--- config.mk ---
export PLATFORM = sky130hd
export DESIGN_NAME = fetch_aligner
export DESIGN_NICKNAME = d
export VERILOG_FILES = /design/src/rtl/core_pkg.sv /design/src/rtl/parcel_queue.sv /design/src/rtl/fetch_aligner.sv
export SDC_FILE = /design/constraint.sdc
export NUM_CORES = 1
export LEC_CHECK = 0
export ABC_AREA = 1
export CAP_MARGIN = 10
export CORE_MARGIN = 8
export CORE_UTILIZATION = 23
export CTS_CLUSTER_DIAMETER = 100
export CTS_CLUSTER_SIZE = 8
export DETAILED_ROUTE_END_ITERATION = 6
export PLACE_DENSITY = 0.36
export SLEW_MARGIN = 20
export SYNTH_ARGS = -nofsm -noshare
export SYNTH_HDL_FRONTEND = slang
export SYNTH_SLANG_ARGS = --single-unit
--- constraint.sdc ---
create_clock -name clock -period 9.5 [get_ports clock]
set_clock_uncertainty 0.2 [all_clocks]
set_input_delay 1.9 -clock clock [delete_from_list [all_inputs] [get_ports clock]]
set_output_delay 1.9 -clock clock [all_outputs]
set_load 0.01 [all_outputs]
--- src/rtl/core_pkg.sv ---
// Shared front-end types: 16-bit instruction parcels, opcode field type and the
// RVC length decode used by the fetch aligner.
package core_pkg;

    typedef logic [15:0] parcel_t;
    typedef logic [6:0]  opcode_t;

    localparam logic [1:0] RVC_QUADRANT_32 = 2'b11;
    localparam opcode_t    OPCODE_NONE     = 7'h00;

    // A parcel starts a 16-bit instruction unless its low two bits select quadrant 3.
    function automatic logic is_compressed(input parcel_t p);
        return (p[1:0] != RVC_QUADRANT_32);
    endfunction

endpackage

--- src/rtl/parcel_queue.sv ---
// Circular buffer of 16-bit parcels: up to W parcels written per cycle, a
// two-parcel read window at the head, and a registered occupancy count.
module parcel_queue
    import core_pkg::*;
#(
    parameter  int DEPTH = 8,
    parameter  int W     = 2,
    localparam int PW    = $clog2(DEPTH),
    localparam int CW    = PW + 1
) (
    input  logic            clock,
    input  logic            reset_n,
    input  logic            clear,
    input  logic [CW-1:0]   push_n,
    input  logic [W*16-1:0] push_data,
    input  logic [1:0]      pop_n,
    output logic [CW-1:0]   count,
    output parcel_t         head0,
    output parcel_t         head1
);

    parcel_t       mem_r [DEPTH];
    logic [PW-1:0] rd_ptr_r;
    logic [PW-1:0] wr_ptr_r;
    logic [CW-1:0] count_r;
    logic [PW-1:0] widx_s [W];
    logic [PW-1:0] rd_next_s;

    // Slot for each incoming parcel; modulo-DEPTH wrap falls out of the PW-bit truncation.
    always_comb begin
        for (int i = 0; i < W; i++) begin
            widx_s[i] = wr_ptr_r + PW'(i);
        end
        rd_next_s = rd_ptr_r + PW'(1);
    end

    // Parcel storage, pointers and occupancy; clear restarts an empty queue at slot 0.
    always_ff @(posedge clock or negedge reset_n) begin
        if (!reset_n) begin
            for (int i = 0; i < DEPTH; i++) begin
                mem_r[i] <= 16'h0000;
            end
            rd_ptr_r <= '0;
            wr_ptr_r <= '0;
            count_r  <= '0;
        end else if (clear) begin
            rd_ptr_r <= '0;
            wr_ptr_r <= '0;
            count_r  <= '0;
        end else begin
            for (int i = 0; i < W; i++) begin
                if (CW'(i) < push_n) begin
                    mem_r[widx_s[i]] <= push_data[i*16 +: 16];
                end
            end
            wr_ptr_r <= wr_ptr_r + push_n[PW-1:0];
            rd_ptr_r <= rd_ptr_r + PW'(pop_n);
            count_r  <= count_r + push_n - CW'(pop_n);
        end
    end

    assign count = count_r;
    assign head0 = mem_r[rd_ptr_r];
    assign head1 = mem_r[rd_next_s];

endmodule

--- src/rtl/fetch_aligner.sv ---
// Re-aligns fetch words into whole RV instructions (16- or 32-bit), tracking the
// PC of the instruction at the head and handling redirects to halfword targets.
module fetch_aligner
    import core_pkg::*;
#(
    parameter int FETCH_WIDTH = 32,
    parameter int QUEUE_DEPTH = 8,
    parameter int PC_WIDTH    = 64,
    parameter bit RVC_EN      = 1'b1
) (
    input  logic                   clock,
    input  logic                   reset_n,
    input  logic                   flush_i,
    input  logic [PC_WIDTH-1:0]    flush_pc_i,
    input  logic                   fetch_valid_i,
    output logic                   fetch_ready_o,
    input  logic [FETCH_WIDTH-1:0] fetch_data_i,
    output logic                   inst_valid_o,
    input  logic                   inst_ready_i,
    output logic [31:0]            inst_o,
    output logic [PC_WIDTH-1:0]    inst_pc_o,
    output logic                   inst_compressed_o,
    output opcode_t                inst_opcode_o
);

    localparam int            W           = FETCH_WIDTH / 16;
    localparam int            PW          = $clog2(QUEUE_DEPTH);
    localparam int            CW          = PW + 1;
    localparam logic [CW-1:0] READY_LIMIT = CW'(QUEUE_DEPTH - W);

    logic [PC_WIDTH-1:0]    head_pc_r;
    logic                   skip_r;
    logic [CW-1:0]          count_s;
    logic [CW-1:0]          push_n_s;
    logic [1:0]             pop_n_s;
    logic [FETCH_WIDTH-1:0] push_data_s;
    parcel_t                head0_s;
    parcel_t                head1_s;
    logic                   compressed_s;
    logic                   valid_s;
    logic                   push_s;
    logic                   pop_s;
    logic                   unused_s;

    assign unused_s = flush_pc_i[0];

    // Length decode of the head parcel and both handshakes; only registered count gates fetch.
    always_comb begin
        compressed_s  = RVC_EN && is_compressed(head0_s);
        if (compressed_s) begin
            valid_s = (count_s >= CW'(1));
        end else begin
            valid_s = (count_s >= CW'(2));
        end
        fetch_ready_o = (count_s <= READY_LIMIT) && !flush_i;
        push_s        = fetch_valid_i && fetch_ready_o;
        pop_s         = valid_s && inst_ready_i && !flush_i;

        if (!push_s) begin
            push_n_s = '0;
        end else if (skip_r) begin
            push_n_s = CW'(W - 1);
        end else begin
            push_n_s = CW'(W);
        end

        // After a redirect to PC[1]=1 the low parcel of the first word is not ours.
        if (skip_r) begin
            push_data_s = {16'h0000, fetch_data_i[FETCH_WIDTH-1:16]};
        end else begin
            push_data_s = fetch_data_i;
        end

        if (!pop_s) begin
            pop_n_s = 2'd0;
        end else if (compressed_s) begin
            pop_n_s = 2'd1;
        end else begin
            pop_n_s = 2'd2;
        end
    end

    // Instruction outputs, forced to zero whenever nothing complete sits at the head.
    always_comb begin
        inst_valid_o      = valid_s;
        inst_pc_o         = head_pc_r;
        inst_compressed_o = valid_s && compressed_s;
        if (valid_s && compressed_s) begin
            inst_o        = {16'h0000, head0_s};
            inst_opcode_o = OPCODE_NONE;
        end else if (valid_s) begin
            inst_o        = {head1_s, head0_s};
            inst_opcode_o = head0_s[6:0];
        end else begin
            inst_o        = 32'h0000_0000;
            inst_opcode_o = OPCODE_NONE;
        end
    end

    // Head PC and the drop-first-parcel flag; a flush overrides any pop or push.
    always_ff @(posedge clock or negedge reset_n) begin
        if (!reset_n) begin
            head_pc_r <= '0;
            skip_r    <= 1'b0;
        end else if (flush_i) begin
            head_pc_r <= {flush_pc_i[PC_WIDTH-1:2], flush_pc_i[1] & RVC_EN, 1'b0};
            skip_r    <= flush_pc_i[1] & RVC_EN;
        end else begin
            if (pop_s) begin
                head_pc_r <= head_pc_r + (compressed_s ? PC_WIDTH'(2) : PC_WIDTH'(4));
            end else begin
                head_pc_r <= head_pc_r;
            end
            if (push_s) begin
                skip_r <= 1'b0;
            end else begin
                skip_r <= skip_r;
            end
        end
    end

    parcel_queue #(
        .DEPTH (QUEUE_DEPTH),
        .W     (W)
    ) u_queue (
        .clock     (clock),
        .reset_n   (reset_n),
        .clear     (flush_i),
        .push_n    (push_n_s),
        .push_data (push_data_s),
        .pop_n     (pop_n_s),
        .count     (count_s),
        .head0     (head0_s),
        .head1     (head1_s)
    );

endmodule
[After elaboration in Yosys (flattened, before gate mapping)]
Index checks and enable logic that the tools add are counted.
Storage, ports and cells
  output and inout bits: 106
  bits in read-only memories: 0
  latch bits: 0
  RAM bits: 0
  bits in registers: 203
  memories: 0
Cells by class
  equality and inequality tests: 1
  order comparisons: 11
  add/subtract/negate cells: 7
  bitwise operators: 4
  reduce and logical (&&, ||, !) cells: 10
  multiplexer cells: 33
  multiply operators: 0
  shift-type cells: 0
  divide/modulo/power cells: 0
Operator list (number)
  128-bit 2-to-1 mux: 3
  128-bit bitwise mux: 2
  64-bit 2-to-1 mux: 2
  16-bit binary-select mux with 3-bit select: 2
  16-bit demux with 3-bit select: 2
  16-bit 2-to-1 mux: 6
  32-bit 2-to-1 mux: 3
  64-bit by 3-bit adder with 64-bit output: 1
  4-bit >= comparator, second input constant: 4
  3-bit inverter with 4-bit output: 4
  7-bit 2-to-1 mux: 2
  3-bit 2-to-1 mux: 3
  1-bit by 4-bit < comparator with 1-bit output, first input constant: 2
  4-bit by 1-bit < comparator with 1-bit output, second input constant: 2
  4-bit 2-to-1 mux: 2
  1-bit logical AND: 7
  3-bit by 1-bit adder with 3-bit output, second input constant: 2
  2-bit 2-to-1 mux: 3
  4-bit adder: 1
  4-bit by 1-bit >= comparator with 1-bit output, second input constant: 1
  4-bit by 2-bit >= comparator with 1-bit output, second input constant: 1
  4-bit by 3-bit <= comparator with 1-bit output, second input constant: 1
  2-bit nonzero test: 2
  4-bit by 2-bit subtractor with 4-bit output: 1
  5 further kinds: 7

[Longest topological paths before layout]
Gate-level depths: netlist of run 1.
  depth after elaboration: 11
  depth in mapped cells: 21

[Cells and area by module]
A second synthesis of run 1 with hierarchy kept.
Unflattened totals
  cell total of the unflattened synthesis: 2751
  area, all modules: 16667.2 um2
By module, submodules not included
  parcel_queue: area an instance 10847.9 um2, cells an instance 1737, times used 1, seq. area each 3453.3 um2
  fetch_aligner: area an instance 5819.3 um2, cells an instance 1014, times used 1, seq. area each 1601.5 um2

[Worst setup path after synthesis of run 1]
No wires, ideal clock.
  kind: input to output
  start point: input flush_i
  end point: output fetch_ready_o
  required time: 7.400 ns
  stages on the path: 6
  path slack: 4.499 ns
  data arrival time: 2.901 ns
  buffers on the path: 3
  path through: buf_2 inv_2 clkbuf_1 buf_2 nand3_1 inv_1
On the way
  cells in the longest elaborated chain, start to end: 2
RTL lines
  start, declared: RTL line fetch_aligner.sv:13  | input logic flush_i,
  1-bit logical NOT: RTL line fetch_aligner.sv:55  | fetch_ready_o = (count_s <= READY_LIMIT) && !flush_i;
  1-bit logical AND: RTL line fetch_aligner.sv:55
  end, declared: RTL line fetch_aligner.sv:16  | output logic fetch_ready_o,
No other way between the ends.

[Worst setup path in the final report of run 1]
  start point: register u_queue.rd_ptr_r[0]
  end point: output inst_o[22]
On the way
  cells in the longest elaborated chain, start to end: 8
RTL lines
  start, declared: RTL line parcel_queue.sv:23  | logic [PW-1:0] rd_ptr_r;
  start signal, assigned: RTL line parcel_queue.sv:57  | rd_ptr_r <= rd_ptr_r + PW'(pop_n);
  parallel branches: the longest is 7 deep, another holds 3-bit by 1-bit adder with 3-bit output
  32-bit 2-to-1 mux (*): RTL line fetch_aligner.sv:88  | if (valid_s && compressed_s) begin
  end, declared: RTL line fetch_aligner.sv:20  | output logic [31:0] inst_o,
Every way passes the cells marked *. The select of a mux whose other input is x is not followed.

==> impl_results.md, run 1 <==
* Outcome: completed
* HPWL Detailed at roughly 60 mm
* Max cap viols at 0
* Global-route wire length before repair at ~130 mm
* CTS tree: yes
* Ys Warns at 0
* Required time at the worst-slack endpoint at ~7400 ps
* Slew headroom at 0.251
* Clk_lat worst skew at roughly 600 ps
* 1st-pass router iterations at 6
* DRC violations left at 0
* Largest cells by area after synthesis: dfrtp_1 29%, nand2_1 22%, o21ai_0 9.4%
* Fraction of registers with async set/reset at 1.00
* Post-synth top cells: 1019 x nand2_1, 332 x o21ai_0, 271 x nor2_1
* Critical path launch point type: flop
* CTS resizes at 0
* Clk sinks at around 200
* Worst path slowest cell: dfrtp_4
* Unrepaired setup endpoints after global routing: no
* Final Wtd Congestion at ~0.86
* Worst slew pin tran at ~1100 ps
* Antenna-violating nets left at 0
* Crit path DAT at between 5000 and 6000 ps
* Net Count, Synth at around 3000
* Top cell type's share of synthesized area at 0.287
* Met2 Usage GRT at 0.310
* CTS Buffer Depth at 3
* Pwr per Cell Area at 261 mW/mm^2
* Netlist Area Pre-Place at about 0.018 sq mm
* Synth unique cells at 50
* Cells after Synth at 2886
* Root buffer cell: clkbuf_16
* Final setup vio count at 0
* Cell mode on critical path: nand2_1
* Top_reg_cell synth: dfrtp_1
* Top cell family by delay on the critical path: buffers and inverters
* Area delta synth->final at 20.0%
* Die Span Y at just under 300 um
* Fraction of layout cells with a size suffix above 1 at 0.0725
* CTS Buf Count at 30
* Minimum clock period at about 7200 ps
* Placed cells at slightly below 4000
* Nets at about 3100
* Vias in the first global route at about 19000
* Leading area contributor after synthesis: dfrtp_1
* Via Count at roughly 20000
* Final TNS setup at 0 ps
* Worst-path clk slew at about 60 ps
* Cell Rows at 101
* Core area at roughly 0.076 sq mm
* DRT Wirelength at between 80 and 90 mm
* Leakage at 0.00878 uW
* Avg Synthesized Cell Area at about 6.1 sq um
* Count leader, synth: nand2_1
* Synth Register Bits at about 200
* CP Cell Sequence: inv_2 -> buf_4 -> nand2_1 -> nand3_1 -> nand2_1 -> nand2_1 -> nand2_2 -> nand2_4 -> nor2_1 -> inv_1 -> a211oi_1 -> clkdlybuf4s50_1
* Fmax at about 140 MHz
* Final hold vios at 0
* Number of flops mapped to enable cells by yosys at 0
* Hold-fix buffers, CTS at 0
* DR WL/cell at 22.0 um
* Total congestion overflow at 0
* Crit Path Max Fanout at 72
* Kind of critical path: reg2out
* Maximum vdd drop at 0.134 mV
* Die ar. at about 0.086 sq mm
* Pin count of the biggest net entering global routing at between 100 and 150
* Setup crit end kind: primary output
* Number of DRC markers in iteration 0 at around 1600
* HP Class: reg2reg
* I/O Pins at 207
* Initial Util at 0.232
* Die X at between 200 and 300 um
* GRT Max-Usage Layer: met2
* Met1 GRT Util at 0.281
* Sequential-to-total area share from yosys stat at 0.287
* H-tree Lvls at 1
* Slowest stage delay, CP at approximately 900 ps
* # Post-CTS Setup Buffers at 0
* Layout Cells excl Fill at ~4000
* Final Max Slew Viols at 0
* Critical path buffers and inverters at 4
* I/O Buffers at approximately 200
* Total track usage at 0.199
* DR vias/cell at 4.87
* Initial antenna violation count at 3
* Met3 usage at 0.0291
* Fin crit share at 0.754
-- metal layers --
metal | up-vias | wire length (um) | share of wire
li1 | 9526 | - | -
met1 | 9259 | 41400 | 0.47
met2 | 625 | 38500 | 0.44
met3 | 127 | 5040 | 0.057
met4 | 0 | 3240 | 0.037
met5 | - | 0 | 0
-- worst reg2reg max path, delay by kind of cell, from the launching register on --
family | cells | cell delay (ps)
simple gates | 10 | 1650
buf+inv | 2 | 910
flops | 1 | 900
compound gates | 4 | 570
fa+ha+maj | 2 | 850
-- placed cells by master, fill, tap and decap left out, types with 3 or more instances in the layout --
| cell type | count |
|---|---|
| a21oi_1 | 153 |
| a31oi_1 | 38 |
| buf_4 | 32 |
| clkbuf_16 | 30 |
| clkdlybuf4s50_1 | 202 |
| dfrtp_1 | 200 |
| fa_1 | 5 |
| ha_1 | 11 |
| inv_1 | 219 |
| inv_2 | 21 |
| inv_4 | 3 |
| nand2_1 | 1019 |
| nand2_2 | 10 |
| nand3_1 | 46 |
| nand3_2 | 61 |
| nand4_1 | 14 |
| nor2_1 | 269 |
| nor2_2 | 5 |
| nor2_4 | 4 |
| nor3_1 | 38 |
| nor3_2 | 20 |
| nor3_4 | 3 |
| o21ai_0 | 332 |
| o21ai_1 | 153 |
| o21ai_2 | 5 |
| o21ai_4 | 4 |
| o31ai_1 | 3 |
| o32ai_1 | 14 |
| xnor2_1 | 8 |
| xor2_1 | 22 |
-- path summary, 6_finish.rpt --
check	start	endpoint	slack, ps	depth (start not counted)
worst max-delay path	u_queue.rd_ptr_r[0]	inst_o[22]	2330	12
worst min-delay path	u_queue.mem_r[24]	u_queue.mem_r[24]	350	2
worst max register to register	u_queue.rd_ptr_r[0]	u_queue.count[3]	4370	18
worst min register to register	u_queue.mem_r[24]	u_queue.mem_r[24]	350	2
max in group asynchronous	reset_n	u_queue.rd_ptr_r[0]	6750	2
min in group asynchronous	reset_n	u_queue.mem_r[39]	1060	1
-- per-stage QoR --
| step | hold WS, ps | total power [uW] | utilization | instance area [sq um] | setup WS [ps] |
|---|---|---|---|---|---|
| global route | 371 | 5950 | 0.279 | 21200 | 2070 |
| floorplan | 321 | 3270 | - | 17600 | 4500 |
| finish | 350 | 5520 | 0.279 | 21200 | 2330 |
| detailed placement | 341 | 4520 | 0.268 | 20300 | 2970 |
| CTS | 356 | 5580 | 0.279 | 21200 | 2300 |
| global placement | 332 | 4480 | 0.268 | 20300 | 3020 |
-- state kept, by name, summed over array words and instances, names as in the netlist --
| name | flops |
|---|---|
| u_queue.mem_r | 128 |
| inst_pc_o | 63 |
| u_queue.count | 4 |
| u_queue.rd_ptr_r | 3 |
| u_queue.wr_ptr_r | 3 |
| skip_r | 1 |
-- final cells by class --
| class | count | area, sq um |
|---|---|---|
| multi-input cells | 2261 | 10800 |
| diodes | 1 | 2.50 |
| flip-flops and latches | 202 | 5060 |
| fillers | 8541 | 54800 |
| well taps | 1030 | 1290 |
| repair buffers | 237 | 2310 |
| inverters | 244 | 928 |
| clock buffers | 34 | 786 |
| clock inverters | 3 | 30.0 |
-- logic make-up (layout without fill, tap and decap cells) --
group | after synthesis | count (layout) | synth area share
AO/OA/AOI/OAI | 715 | 715 | 0.215
XOR/XNOR | 31 | 31 | 0.0154
adder cells (fa/ha/maj) | 17 | 17 | 0.0142
buffers and inverters | 423 | 518 | 0.105
flip-flops | 202 | 202 | 0.287
other | 1 | 2 | 0.000213
AND/OR/NAND/NOR | 1497 | 1497 | 0.364
-- report_power, final --
group          switching [uW]  internal (uW)  total [uW]
registers                 404           1160        1560
clock network             454            573        1030
logic                    1880           1050        2930
Power figures use the tool's default switching activity.
==> run 2: changes to the inputs <==
--- a/config.mk
+++ b/config.mk
@@ -12,7 +12,7 @@
 export CTS_CLUSTER_DIAMETER = 100
 export CTS_CLUSTER_SIZE = 8
 export DETAILED_ROUTE_END_ITERATION = 6
-export PLACE_DENSITY = 0.36
+export PLACE_DENSITY = 0.37
 export SLEW_MARGIN = 20
 export SYNTH_ARGS = -nofsm -noshare
 export SYNTH_HDL_FRONTEND = slang
==> constraint.sdc (replaced) <==
create_clock -name clock -period 5.8 [get_ports clock]
set_clock_uncertainty 0.2 [all_clocks]
set_input_delay 1.16 -clock clock [delete_from_list [all_inputs] [get_ports clock]]
set_output_delay 1.16 -clock clock [all_outputs]
set_load 0.01 [all_outputs]
==> run 2 against run 1 <==
  * Largest cell class unchanged
  * Core utilization grew 0.15 points
  * Via count rose by 0.45%
  * Setup slack lost 1800 ps
  * The run now ends with design-rule violations left
  * Combinational power grew 66%
  * Global-route usage shrank 0.19 points
==> impl_results.md, run 2 (synthesis results as in run 1) <==
* Outcome: finished with violations
* Failing checks: design-rule violations
* Most flops, register: u_queue.mem_r
* Hold slack at 313 ps (-36.8 ps)
* Via Count at 19625 (+0.45%)
* H-tree Lvls at 1 (unchanged)
* CTS Buf Count at 31 (+3.3%)
* Post-Place Worst Slack at 1030 ps (-1940 ps)
* Final setup vio count at 0 (unchanged)
* DRT Wirelength at 87.7 mm (-0.63%)
* Final hold vios at 0 (unchanged)
* Nets at 3103 (+0.29%)
* I/O Pins at 207 (unchanged)
* Fmax at between 150 and 200 MHz
* HP Class: in2async
* Unrepaired setup endpoints after global routing: no
* Fin crit share at 0.914
* # Post-CTS Setup Buffers at 0 (unchanged)
* Cell Rows at 101 (unchanged)
* Antenna-violating nets left at 0 (unchanged)
* Area delta synth->final at 20.7%
* Maximum vdd drop at 0.197 mV (+47%)
* I/O Buffers at 204 (unchanged)
* Most frequent cells in the layout: 1019 x nand2_1, 332 x o21ai_0, 269 x nor2_1
* Diode count at 0 (-1)
* Number of DRC markers in iteration 0 at 1570 (+0.064%)
* Required time at the worst-slack endpoint at 4440 ps (-2960 ps)
* Critical path launch point type: flop
* Global-route wire length before repair at 129 mm (-0.15%)
* Slew headroom at 0.342 (+0.0911)
* Hold-fix buffers, CTS at 0 (unchanged)
* Clk_lat worst skew at 600 ps (about the same)
* HPWL Detailed at 59.6 mm (-0.54%)
* Final TNS setup at 0 ps (unchanged)
* Leakage at 0.00884 uW (+0.71%)
* Kind of critical path: reg2out
* Die X at 293 um (unchanged)
* Initial Util at 0.232 (unchanged)
* Final Max Slew Viols at 0 (unchanged)
* Pwr per Cell Area at 429 mW/mm^2 (+64%)
* Clk sinks at 202 (unchanged)
* Minimum clock period at 5300 ps
* Fraction of layout cells with a size suffix above 1 at 0.0752 (+0.00272)
* DRC violations left at 1 (+1)
* Setup crit end kind: primary output
* Die Span Y at 293 um (unchanged)
* Die ar. at 0.0858 sq mm (unchanged)
* CTS Buffer Depth at 3 (unchanged)
* Pin count of the biggest net entering global routing at 127 (+11%)
* DR vias/cell at 4.88 (+0.18%)
* Fill cell count at 8425 (-1.4%)
* Max cap viols at 0 (unchanged)
* Largest register FFs at 128 (unchanged)
* Final Wtd Congestion at 0.858 (about the same)
* Setup ws final at 500 ps (-1830 ps)
* Post-layout util at 0.280 (+0.00155)
* Total track usage at 0.197 (-0.00195)
* CTS resizes at 0 (unchanged)
* Initial antenna violation count at 0 (-3)
* DR WL/cell at 21.8 um (-0.91%)
* Worst-path clk slew at 60 ps (about the same)
* Total congestion overflow at 0 (unchanged)
* Crit path DAT at 3940 ps (-1130 ps)
* Root buffer cell: clkbuf_16
* CTS tree: yes
* Commonest non-fill, non-tap cell in the layout: nand2_1
* Core area at 0.0759 sq mm (unchanged)
* Vias in the first global route at 18730 (+0.21%)
* Crit Path Max Fanout at 43 (-40%)
* Worst slew pin tran at 985 ps (-138 ps)
* 1st-pass router iterations at 7 (+1)
## run 2: cell count changes in the layout (fill, tap and decap cells not counted), sizes merged
cell      delta
clkbuf       +1
diode        -1
clkinvlp     +2
inv          +1
buf          +8
## run 2: where the power goes
group | switching (uW) | internal (uW) | total [uW]
Sequential | 648 | 1890 | 2540
Clock | 766 | 959 | 1730
Combinational | 3090 | 1760 | 4850
Total | 4500 | 4620 | 9120
## run 2: final timing paths
path / startpoint / slack, ps / cells after the start / end
max in group asynchronous: reset_n / 3880 / 2 / inst_pc_o[51]
min in group clock: inst_pc_o[1] / 350 / 2 / inst_pc_o[1]
hold / removal: reset_n / 310 / 1 / u_queue.mem_r[7]
setup / recovery: u_queue.rd_ptr_r[0] / 500 / 12 / inst_o[22]
hold reg to reg: inst_pc_o[1] / 350 / 2 / inst_pc_o[1]
setup reg to reg: u_queue.rd_ptr_r[0] / 1580 / 17 / u_queue.count[3]
## run 2: layer usage
layer | up-vias | global-route usage | wire length (um)
met5 | - | 0 | 0
met4 | 0 | 0.0418 | 1990
met3 | 91 | 0.0218 | 4310
met2 | 605 | 0.318 | 39300
met1 | 9392 | 0.282 | 42100
li1 | 9537 | - | -
## run 2: per-stage QoR
step / std cells / area (sq um) / total power [uW]
6_report: 4023 / 21300 / 9120
5_1_grt: 4023 / 21300 / 9840
4_1_cts: 4023 / 21300 / 9240
3_5_place_dp: 3982 / 20400 / 7450
3_3_place_gp: 3982 / 20400 / 7380
2_1_floorplan: 2886 / 17600 / 5360
## run 2: cell type report
class,count,area (sq um),area share
repair buffers,245,2400,0.113
flip-flops and latches,202,5060,0.238
multi-input cells,2261,10800,0.506
clock buffers,35,801,0.0376
inverters,244,928,0.0436
well taps,1030,1290,0.0606
clock inverters,6,38.8,0.00182
## run 2: worst max-delay path, stage by stage, from the launching register on
cell	delay [ps]
dfrtp_4	720
inv_2	280
nand2_1	120
nand3_1	70
nand2_1	90
nand2_2	60
nand2_2	140
nand2_4	100
nor2_1	150
inv_1	60
buf_4	230
a211oi_1	620
clkdlybuf4s50_1	670
==> run 3: changes to the inputs <==
--- a/config.mk
+++ b/config.mk
@@ -9,6 +9,7 @@
 export CAP_MARGIN = 10
 export CORE_MARGIN = 8
 export CORE_UTILIZATION = 23
+export CTS_BUF_LIST = sky130_fd_sc_hd__clkbuf_8
 export CTS_CLUSTER_DIAMETER = 100
 export CTS_CLUSTER_SIZE = 8
 export DETAILED_ROUTE_END_ITERATION = 6
==> run 3 against run 2 <==
  * The flow now finishes without violations
  * Non-clock buffer count is the same
  * Routed wire length barely moved
  * Global-route usage is essentially flat
  * Clock-buffer cell count is 3 lower
  * Power is 5.7% lower
  * Critical endpoint unchanged
  * Largest cell class unchanged
==> impl_results.md, run 3 (synthesis results as in run 1) <==
* Antenna-violating nets left at 0 (unchanged)
* Area of the multi-input gates at 0.0108 sq mm (unchanged)
* Required time at the worst-slack endpoint at 4440 ps (about the same)
* Cell Rows at 101 (unchanged)
* Final TNS setup at 0 ps (unchanged)
* Flop2flop setup slack at 1570 ps (about the same)
* Fmax at 186 MHz (-1.6%)
* Vias in the first global route at 18726 (-0.021%)
* Worst path slowest cell: dfrtp_4
* Most frequent cells in the layout: 1019 x nand2_1, 332 x o21ai_0, 269 x nor2_1
* CTS Buffer Depth at 3 (unchanged)
* Post-Place Worst Slack at 1030 ps (unchanged)
* Fraction of layout cells with a size suffix above 1 at 0.0752 (unchanged)
* Critical path launch point type: flop
* I/O Pins at 207 (unchanged)
* Worst-path clk slew at 80 ps (+20 ps)
* Hold-fix buffers, CTS at 0 (unchanged)
* Total track usage at 0.197 (about the same)
* Core area at 0.0759 sq mm (unchanged)
* Critical path buffers and inverters at 4 (unchanged)
* Max cap viols at 0 (unchanged)
* Power Total at 8600 uW (-5.7%)
* Kind of critical path: reg2out
* CTS resizes at 0 (unchanged)
* Minimum clock period at 5390 ps (+85.8 ps)
* Total congestion overflow at 0 (unchanged)
* Final setup vio count at 0 (unchanged)
* Maximum vdd drop at 0.195 mV (-0.90%)
* R2R depth at 17 (unchanged)
* Commonest non-fill, non-tap cell in the layout: nand2_1
* Critical R2R Capture: u_queue.count[3]
* Cell area after layout at 0.0209 sq mm (-1.6%)
* Layout Cells excl Fill at 4024 (+0.025%)
* Die ar. at 0.0858 sq mm (unchanged)
* 1st-pass router iterations at 5 (-2)
* Placed Area at 0.0204 sq mm (unchanged)
* Final hold vios at 0 (unchanged)
* H-tree Lvls at 1 (unchanged)
* Clk_lat worst skew at 680 ps (+80 ps)
* CTS tree: yes
* Unrepaired setup endpoints after global routing: no
* I/O Buffers at 204 (unchanged)
* Largest register FFs at 128 (unchanged)
* Clk sinks at 202 (unchanged)
* # Post-CTS Setup Buffers at 0 (unchanged)
* Placed cells at 3982 (unchanged)
* Leakage at 0.00869 uW (-1.7%)
* Initial antenna violation count at 1 (+1)
* Top cell family by delay on the critical path: buffers and inverters
* Fin crit share at 0.929 (+0.0148)
* DRT Wirelength at 87.6 mm (about the same)
* Slew headroom at 0.350 (+0.00825)
* Final Max Slew Viols at 0 (unchanged)
* Initial Util at 0.232 (unchanged)
* Critical Path Start: u_queue.rd_ptr_r[0]
* Slowest stage delay, CP at 730 ps (about the same)
* Most flops, register: u_queue.mem_r
* Number of DRC markers in iteration 0 at 1534 (-2.3%)
* DR WL/cell at 21.8 um (about the same)
* CTS Buf Count at 31 (unchanged)
* Outcome: completed
* Fill cell count at 8474 (+0.58%)
* DR vias/cell at 4.86 (-0.40%)
* DRC violations left at 0 (-1)
* HP Class: in2async
* Setup ws final at 414 ps (-85.8 ps)
* Worst slew pin tran at 973 ps (-12.3 ps)
* Nets at 3103 (unchanged)
* Final Wtd Congestion at 0.858 (unchanged)
* Pwr per Cell Area at 411 mW/mm^2 (-4.2%)
* Register area at 0.00506 sq mm (unchanged)
* Die Span Y at 293 um (unchanged)
* Global-route wire length before repair at 129 mm (unchanged)
* Area delta synth->final at 18.7%
* Setup crit end kind: primary output
* Pin count of the biggest net entering global routing at 127 (unchanged)
* Via Count at 19551 (-0.38%)
* Die X at 293 um (unchanged)
* CP Cell Sequence: inv_2 -> nand2_1 -> nand3_1 -> nand2_1 -> nand2_2 -> nand2_2 -> nand2_4 -> nor2_1 -> inv_1 -> buf_4 -> a211oi_1 -> clkdlybuf4s50_1
* Reg2Reg Launch Point: u_queue.rd_ptr_r[0]
* HPWL Detailed at 59.6 mm (unchanged)
* Root buffer cell: clkbuf_8
* Crit Path Max Fanout at 43 (unchanged)
* Crit path DAT at 4030 ps (+90 ps)
[run 3: cell count changes in the layout (fill, tap and decap cells not counted), sizes merged]
cell | previous run | this run
inv | 245 | 247
clkbuf | 35 | 32
clkinvlp | 2 | 3
diode | 0 | 1
[run 3: worst max-delay path by stage]
| stage | end | cells past startpoint |
|---|---|---|
| 2_1_floorplan | u_queue.count[3] | 12 |
| 3_3_place_gp | inst_o[22] | 12 |
| 3_5_place_dp | inst_o[22] | 12 |
| 4_1_cts | inst_o[22] | 12 |
| 5_1_grt | inst_o[22] | 12 |
| 6_report | inst_o[22] | 12 |
[run 3: where the power goes]
group / internal [uW] / total (uW) / switching, uW
sequential: 1890 / 2540 / 648
clock: 497 / 1200 / 703
combinational: 1760 / 4860 / 3090
total: 4150 / 8600 / 4450
[run 3: area by class of cell]
cell class / instances / share of cell area
Tap cell: 1030 / 0.0616
Timing Repair Buffer: 245 / 0.115
Sequential cell: 202 / 0.242
Multi-Input combinational cell: 2261 / 0.514
Clock buffer: 32 / 0.0210
Clock inverter: 9 / 0.00233
Antenna cell: 1 / 0.000120
Inverter: 244 / 0.0444
[run 3: routing by layer]
layer	share of wire	track usage	vias to the layer above
met5	0	0	-
met4	0.023	0.0416	0
met3	0.051	0.0241	97
met2	0.45	0.317	587
met1	0.48	0.282	9341
li1	-	-	9526
[run 3: metrics by stage]
| stage | hold WS [ps] | utilization |
|---|---|---|
| after global routing | 261 | 0.276 |
| after global placement | 330 | 0.269 |
| after detailed placement | 343 | 0.269 |
| final | 225 | 0.276 |
| after floorplan | 321 | - |
| after CTS | 236 | 0.275 |
[run 3: worst register-to-register path, stage by stage (launching register included)]
cell and delay [ps]:
dfrtp_4 730, inv_2 280, nand2_1 130, nand3_1 70, nand2_1 90, nand2_2 60, nand2_2 140, nand2_4 100
nand2_2 100, nand3_4 430, nor2_1 290, nand2_1 180, fa_1 540, ha_1 320, a21o_1 150, a21oi_1 150
o21ai_0 90, a21oi_1 120
